**src/rtl/group_packer.sv**
```systemverilog
// Packs a stream of GROUP_W-bit groups into GROUPS-group words, group k at bits [k*GROUP_W +: GROUP_W].
// A one-deep output register lets the next word accumulate while the consumer drains the current one.
module group_packer #(
    parameter int GROUP_W = 10,
    parameter int GROUPS  = 4
) (
    input  logic                      clk,
    input  logic                      rst,
    input  logic [GROUP_W-1:0]        i_d,
    input  logic                      i_in_valid,
    input  logic                      i_in_last,
    output logic                      o_in_ready,
    output logic [GROUP_W*GROUPS-1:0] o_y,
    output logic [2:0]                o_n,
    output logic                      o_out_valid,
    input  logic                      i_out_ready
);
    localparam int WORD_W = GROUP_W * GROUPS;

    logic [WORD_W-1:0] r_acc;
    logic [1:0]        r_cnt;
    logic [WORD_W-1:0] r_y;
    logic [2:0]        r_n;
    logic              r_out_valid;

    logic              w_slot_free;
    logic              w_closes;
    logic              w_accept;
    logic              w_complete;
    logic [WORD_W-1:0] w_merged;

    assign w_slot_free = !r_out_valid | i_out_ready;
    assign w_closes    = (r_cnt == 2'(GROUPS - 1)) | i_in_last;
    assign o_in_ready  = w_slot_free | !w_closes;
    assign w_accept    = i_in_valid & o_in_ready;
    assign w_complete  = w_accept & w_closes;

    // Slot cnt takes D; slots above it are forced to zero so a short word never carries stale data.
    always_comb begin
        w_merged = '0;
        for (int g = 0; g < GROUPS; g++) begin
            if (g == int'(r_cnt)) begin
                w_merged[g*GROUP_W +: GROUP_W] = i_d;
            end else if (g < int'(r_cnt)) begin
                w_merged[g*GROUP_W +: GROUP_W] = r_acc[g*GROUP_W +: GROUP_W];
            end
        end
    end

    always_ff @(posedge clk or posedge rst) begin
        if (rst) begin
            r_acc       <= '0;
            r_cnt       <= '0;
            r_y         <= '0;
            r_n         <= '0;
            r_out_valid <= 1'b0;
        end else begin
            if (r_out_valid && i_out_ready && !w_complete) begin
                r_out_valid <= 1'b0;
            end
            if (w_accept) begin
                if (w_closes) begin
                    r_y         <= w_merged;
                    r_n         <= {1'b0, r_cnt} + 3'd1;
                    r_out_valid <= 1'b1;
                    r_acc       <= '0;
                    r_cnt       <= '0;
                end else begin
                    r_acc <= w_merged;
                    r_cnt <= r_cnt + 2'd1;
                end
            end
        end
    end

    assign o_y         = r_y;
    assign o_n         = r_n;
    assign o_out_valid = r_out_valid;

endmodule

```
**config.mk**
```make
export PLATFORM = sky130hd
export DESIGN_NAME = group_packer
export DESIGN_NICKNAME = d
export VERILOG_FILES = /design/src/rtl/group_packer.sv
export SDC_FILE = /design/constraint.sdc
export NUM_CORES = 1
export LEC_CHECK = 0
export CORE_ASPECT_RATIO = 1.2
export CORE_MARGIN = 2
export CORE_UTILIZATION = 50
export CTS_CLUSTER_SIZE = 20
export DETAILED_ROUTE_END_ITERATION = 6
export PLACE_DENSITY = 0.78
export RECOVER_POWER = 100
export SETUP_SLACK_MARGIN = 0.5
export SKIP_LAST_GASP = 1
export SLEW_MARGIN = 20
export SYNTH_ARGS = -nofsm -noshare
export SYNTH_HDL_FRONTEND = slang
export SYNTH_SLANG_ARGS = --single-unit
```
**constraint.sdc**
```tcl
create_clock -name clk -period 7.4 [get_ports clk]
set_clock_uncertainty 0.15 [all_clocks]
set_input_delay 1.48 -clock clk [delete_from_list [all_inputs] [get_ports clk]]
set_output_delay 1.48 -clock clk [all_outputs]
set_load 0.005 [all_outputs]
```
==> results of run 1 <==
==> through the flow <==
stage	instances	area, um2	power, mW	setup slack, ns	hold slack [ns]
4_1_cts	412	4298	1.265	2.803	0.3469
5_1_grt	412	4265	1.283	2.601	0.3534
6_report	412	4265	1.225	2.634	0.3382
2_1_floorplan	266	3428	0.7065	3.760	0.3120
3_3_place_gp	396	4045	0.8623	2.852	0.3139
3_5_place_dp	396	4048	0.8715	2.821	0.3286
==> metal layers <==
| layer | wire, um | up-vias | global-route usage |
|---|---|---|---|
| li1 | - | 1099 | - |
| met1 | 3264 | 1219 | 0.2989 |
| met2 | 3642 | 74 | 0.3116 |
| met3 | 385 | 14 | 0.03059 |
| met4 | 175 | 0 | 0.1121 |
| met5 | 0 | - | 0 |
==> cell families (layout without fill, tap and decap cells) <==
kind of cell,Yosys count,in the layout,share of synthesized area
mux,42,42,0.1412
flops,76,76,0.5547
buf+inv,43,102,0.05803
fa+ha+maj,5,5,0.01825
simple gates,15,15,0.03431
compound gates,85,85,0.1934
==> area by class of cell <==
class,instances,area share
clock buffers,12,0.03637
clock inverters,4,0.02229
inverters,23,0.02024
multi-input cells,147,0.3051
flip-flops and latches,76,0.4459
well taps,87,0.02552
repair buffers,63,0.1446
==> worst min path at each step <==
stage,start,end,depth (start not counted)
floorplan,r_acc[0],r_acc[0],1
global route,o_n[2],o_n[2],1
detailed placement,o_n[2],o_n[2],1
global placement,o_n[2],o_n[2],1
finish,o_n[2],o_n[2],1
CTS,o_n[2],o_n[2],1
==> worst max-delay path, stage by stage <==
cell           delay (ns)
dlygate4sd3_1        0.64
nor2_1               0.12
or2_2                0.30
dlygate4sd3_1        0.60
==> state kept, by name (all words and copies together) (netlist names) <==
| signal | flops |
|---|---|
| o_out_valid | 1 |
| r_cnt | 2 |
| r_acc | 30 |
| o_n | 3 |
| o_y | 40 |
==> where the power goes <==
group	switching, mW	internal, mW	total [mW]
Clock	0.152	0.242	0.394
Sequential	0.0412	0.492	0.533
Combinational	0.125	0.172	0.297
Total	0.319	0.906	1.22
==> cells in the mapped netlist (all sizes together), types with 2 or more instances <==
cell type	number	area, um2
a22o	40	350.3
a32oi	20	175.2
buf	11	78.82
clkbuf	9	33.78
dfrtp	76	1902
ha	5	62.56
inv	23	86.33
mux2	42	484.2
nand2	3	11.26
nor2b	2	12.51
o21ai	22	110.1
==> results.py, run 1 <==
metrics = {
    "run_status": {
        "status": "complete, but fails checks",
        "violations": "capacitance limit, slew limit",
    },
    "synthesis": {
        "syn_area_mm2": 0.003428,
        "synth_ff_type": "dfrtp_1",
        "syn_area_per_cell_um2": 12.89,
        "synth_seq_area_share": 0.5547,
        "synth_cells": 266,
        "synth_edf_count": 0,
        "async_flop_share": 1.000,
        "yosysWarnings": 0,
        "synth_fp_nets": 286,
        "ys_seq_elements": 76,
        "ys_types": 27,
    },
    "clock_tree": {
        "htree_num_levels": 3,
        "clk-insertion-delay-late_ns": 0.35,
        "cts-root-buf": "clkbuf_8",
        "clock_path_buffers": 2,
        "cts_tree": "yes",
        "clk_pin_slew_worst_paths_ns": 0.08,
        "cts_setup_buffers": 0,
        "cts_resized": 0,
        "cts_num_sinks": 76,
        "cts_inserted_buffers": 9,
        "cts_hold_repair.buffers": 0,
    },
    "worst_setup_path": {
        "arrival_ns": 3.14,
        "r2r_slack_ns": 4.13,
        "crit_fanout": 5,
        "crit_end": "o_in_ready",
        "reg2reg_depth": 4,
        "crit_path_end_kind": "primary output",
        "crit_type": "input port to primary output",
        "timing.critical_path.from": "i_in_last",
        "worstReg2RegEnd": "o_y[1]",
        "required_ns": 5.77,
        "worstSetupStartpointType": "input port",
        "rr_startpoint": "r_cnt[1]",
    },
    "route": {
        "wl_per_cell_um": 18.12,
        "drt_iter0_drc": 167,
        "vias": 2406,
        "drt_wl_total_mm": 7.467,
        "ant_nets": 0,
        "routed_via_density": 5.840,
        "drt_drc_violations_left": 0,
        "dr.pass1.iters": 4,
    },
    "final_layout": {
        "final_common_cell": "dfrtp_1",
        "fill_cells": 522,
        "multi_input_area_mm2": 0.001301,
        "nNetsFinal": 340,
        "antennaDiodeCount": 0,
        "final_layout_size_suffix_gt1_frac": 0.1877,
        "final_cell_mix": "dfrtp_1 (76), dlygate4sd3_1 (48), a22o_1 (40), mux2_2 (39)",
        "regArea_mm2": 0.001902,
        "area_growth_pct": 24.42,
        "utilization": 0.6338,
    },
    "flow_run": {
        "maxCapViolations": 1,
    },
    "floorplan": {
        "rows": 33,
        "die_area_mm2": 0.007538,
        "dieWidth_um": 79.59,
        "start_util": 0.5094,
        "fp.dieH_um": 94.71,
        "core_mm2": 0.006730,
        "io_pins": 60,
    },
    "timing": {
        "finalSetupViolCount": 0,
        "fin_setup_tns_ns": 0,
        "final_hold_viol_count": 0,
        "max_freq_mhz": 209.8,
        "worstMarginPinSlew_ns": 1.933,
        "slew_violations": 45,
        "min_period_over_period": 0.6440,
        "rsz0062_at_grt": "no",
        "relSlewSlack": -0.2926,
        "fin_crit_ns": 4.766,
    },
    "global_route": {
        "antenna_found_initial": 0,
        "grt_pass1_wl_mm": 11.89,
        "grt_max_degree": 77,
        "grt_pass1_vias": 2258,
        "grt-ovfl-total": 0,
        "gr-usage-all-layers": 0.2102,
    },
    "placement": {
        "place_hpwl_mm": 4.633,
        "gp_congestion": 0.7456,
        "port_buffers": 59,
    },
    "pwr": {
        "max-vdd-ir-drop_mv": 0.1585,
        "power_density_mw_per_mm2": 287.1,
        "leakage_nw": 1.998,
    },
    "min_path": {
        "hp-class": "flop to flop",
    },
}
(Power assumes the default switching activity.)
==> run 2, diff against run 1 <==
clock period = 4.6 ns   (was 7.4 ns; I/O delays follow)
==> results.py, run 2 (same netlist as run 1, synthesis figures left out) <==
metrics = {
    "route": {
        "routed_via_density": 5.646,
        "dr.pass1.iters": 4,
        "drt_wl_total_mm": 7.310,
        "ant_nets": 0,
        "wl_per_cell_um": 17.74,
        "vias": 2326,
        "drt_iter0_drc": 195,
        "drt_drc_violations_left": 0,
    },
    "global_route": {
        "grt_max_degree": 45,
        "met3_usage": 0.02677,
        "grt_pass1_wl_mm": 11.83,
        "use_met1": 0.2999,
        "gr-usage-all-layers": 0.2082,
        "grt_pass1_vias": 2271,
        "grt-busiest-layer": "met2",
        "grtUsageMet2": 0.3130,
        "grt-ovfl-total": 0,
        "antenna_found_initial": 0,
    },
    "floorplan": {
        "io_pins": 60,
        "core_mm2": 0.006730,
        "rows": 33,
        "dieWidth_um": 79.59,
        "fp.dieH_um": 94.71,
        "start_util": 0.5094,
        "die_area_mm2": 0.007538,
    },
    "clock_tree": {
        "cts_num_sinks": 76,
        "clk_pin_slew_worst_paths_ns": 0.08,
        "cts-root-buf": "clkbuf_8",
        "cts_tree": "yes",
        "cts_inserted_buffers": 9,
        "cts_hold_repair.buffers": 0,
        "cts_resized": 0,
        "clk-insertion-delay-late_ns": 0.35,
        "htree_num_levels": 3,
        "clock_path_buffers": 2,
        "cts_setup_buffers": 0,
    },
    "worst_setup_path": {
        "timing.critical_path.from": "i_in_valid",
        "required_ns": 4.68,
        "arrival_ns": 3.74,
        "crit_type": "input port to flop",
        "rr_startpoint": "r_cnt[1]",
        "worstSetupStartpointType": "input port",
        "crit_path_end_kind": "flop",
        "crit_fanout": 44,
    },
    "run_status": {
        "status": "complete, but fails checks",
        "violations": "capacitance limit, slew limit",
    },
    "final_layout": {
        "final_cell_mix": "dfrtp_1 (76), dlygate4sd3_1 (47), a22o_1 (40), mux2_2 (39), inv_1 (23)",
        "antennaDiodeCount": 0,
        "area_growth_pct": 22.59,
        "fin_area_mm2": 0.004203,
        "final_common_cell": "dfrtp_1",
        "largest_register_ff_count": 40,
        "final_layout_size_suffix_gt1_frac": 0.1846,
        "nNetsFinal": 340,
    },
    "min_path": {
        "hp-class": "flop to flop",
        "min_from": "o_n[2]",
    },
    "timing": {
        "min_period_over_period": 0.7958,
        "final_hold_viol_count": 0,
        "relSlewSlack": -0.2745,
        "slew_violations": 76,
        "fin_setup_tns_ns": 0,
        "worstMarginPinSlew_ns": 1.906,
        "max_freq_mhz": 273.2,
        "rsz0062_at_grt": "no",
        "fin_crit_ns": 3.661,
        "finalSetupViolCount": 0,
    },
    "placement": {
        "port_buffers": 59,
        "dpl-instance-area_mm2": 0.004050,
        "gp_congestion": 0.7641,
        "place_hpwl_mm": 4.710,
    },
    "pwr": {
        "power_density_mw_per_mm2": 435.7,
        "leakage_nw": 1.964,
        "max-vdd-ir-drop_mv": 0.2631,
    },
    "flow_run": {
        "maxCapViolations": 2,
    },
}
run 2: final timing paths:
| path | slack [ns] | to | cells past startpoint |
|---|---|---|---|
| min reg2reg | 0.33 | o_n[2] | 1 |
| min | 0.33 | o_n[2] | 1 |
| max in group asynchronous | 1.27 | r_acc[0] | 3 |
| min in group asynchronous | 1.06 | o_y[1] | 2 |
| max reg2reg | 1.39 | o_y[0] | 4 |
| max | 0.94 | o_y[0] | 3 |
run 2: where the power goes:
group	switching [mW]	internal, mW
clock network	0.249	0.251
logic	0.201	0.275
registers	0.0642	0.791
run 2: metrics by stage:
step / hold WS, ns / instances / utilization / worst slack, ns / total power, mW
final: 0.3326 / 412 / 0.6245 / 0.9395 / 1.831
after global routing: 0.3674 / 412 / 0.6245 / 0.6056 / 1.928
after CTS: 0.3414 / 412 / 0.6304 / 1.148 / 1.898
after detailed placement: 0.3232 / 396 / 0.6018 / 1.166 / 1.399
after global placement: 0.3135 / 396 / 0.6010 / 1.174 / 1.386
after floorplan: 0.3120 / 266 / - / 1.592 / 1.137
run 2: final cells by class:
class / count / area [um2]
Clock buffer: 10 / 127.6
Clock inverter: 6 / 65.06
Fill cell: 529 / 2527
Inverter: 23 / 86.33
Multi-Input combinational cell: 147 / 1304
Sequential cell: 76 / 1902
Tap cell: 87 / 108.9
Timing Repair Buffer: 63 / 609.3
run 2: worst max-delay path: stages:
cell,delay (ns)
dlygate4sd3_1,0.69
nand3b_1,1.30
mux2_1,0.81
run 2: per-layer routing:
metal	vias up	share of wire
met1	1151	0.45
met3	12	0.039
met5	-	0
met2	61	0.49
li1	1102	-
met4	0	0.024
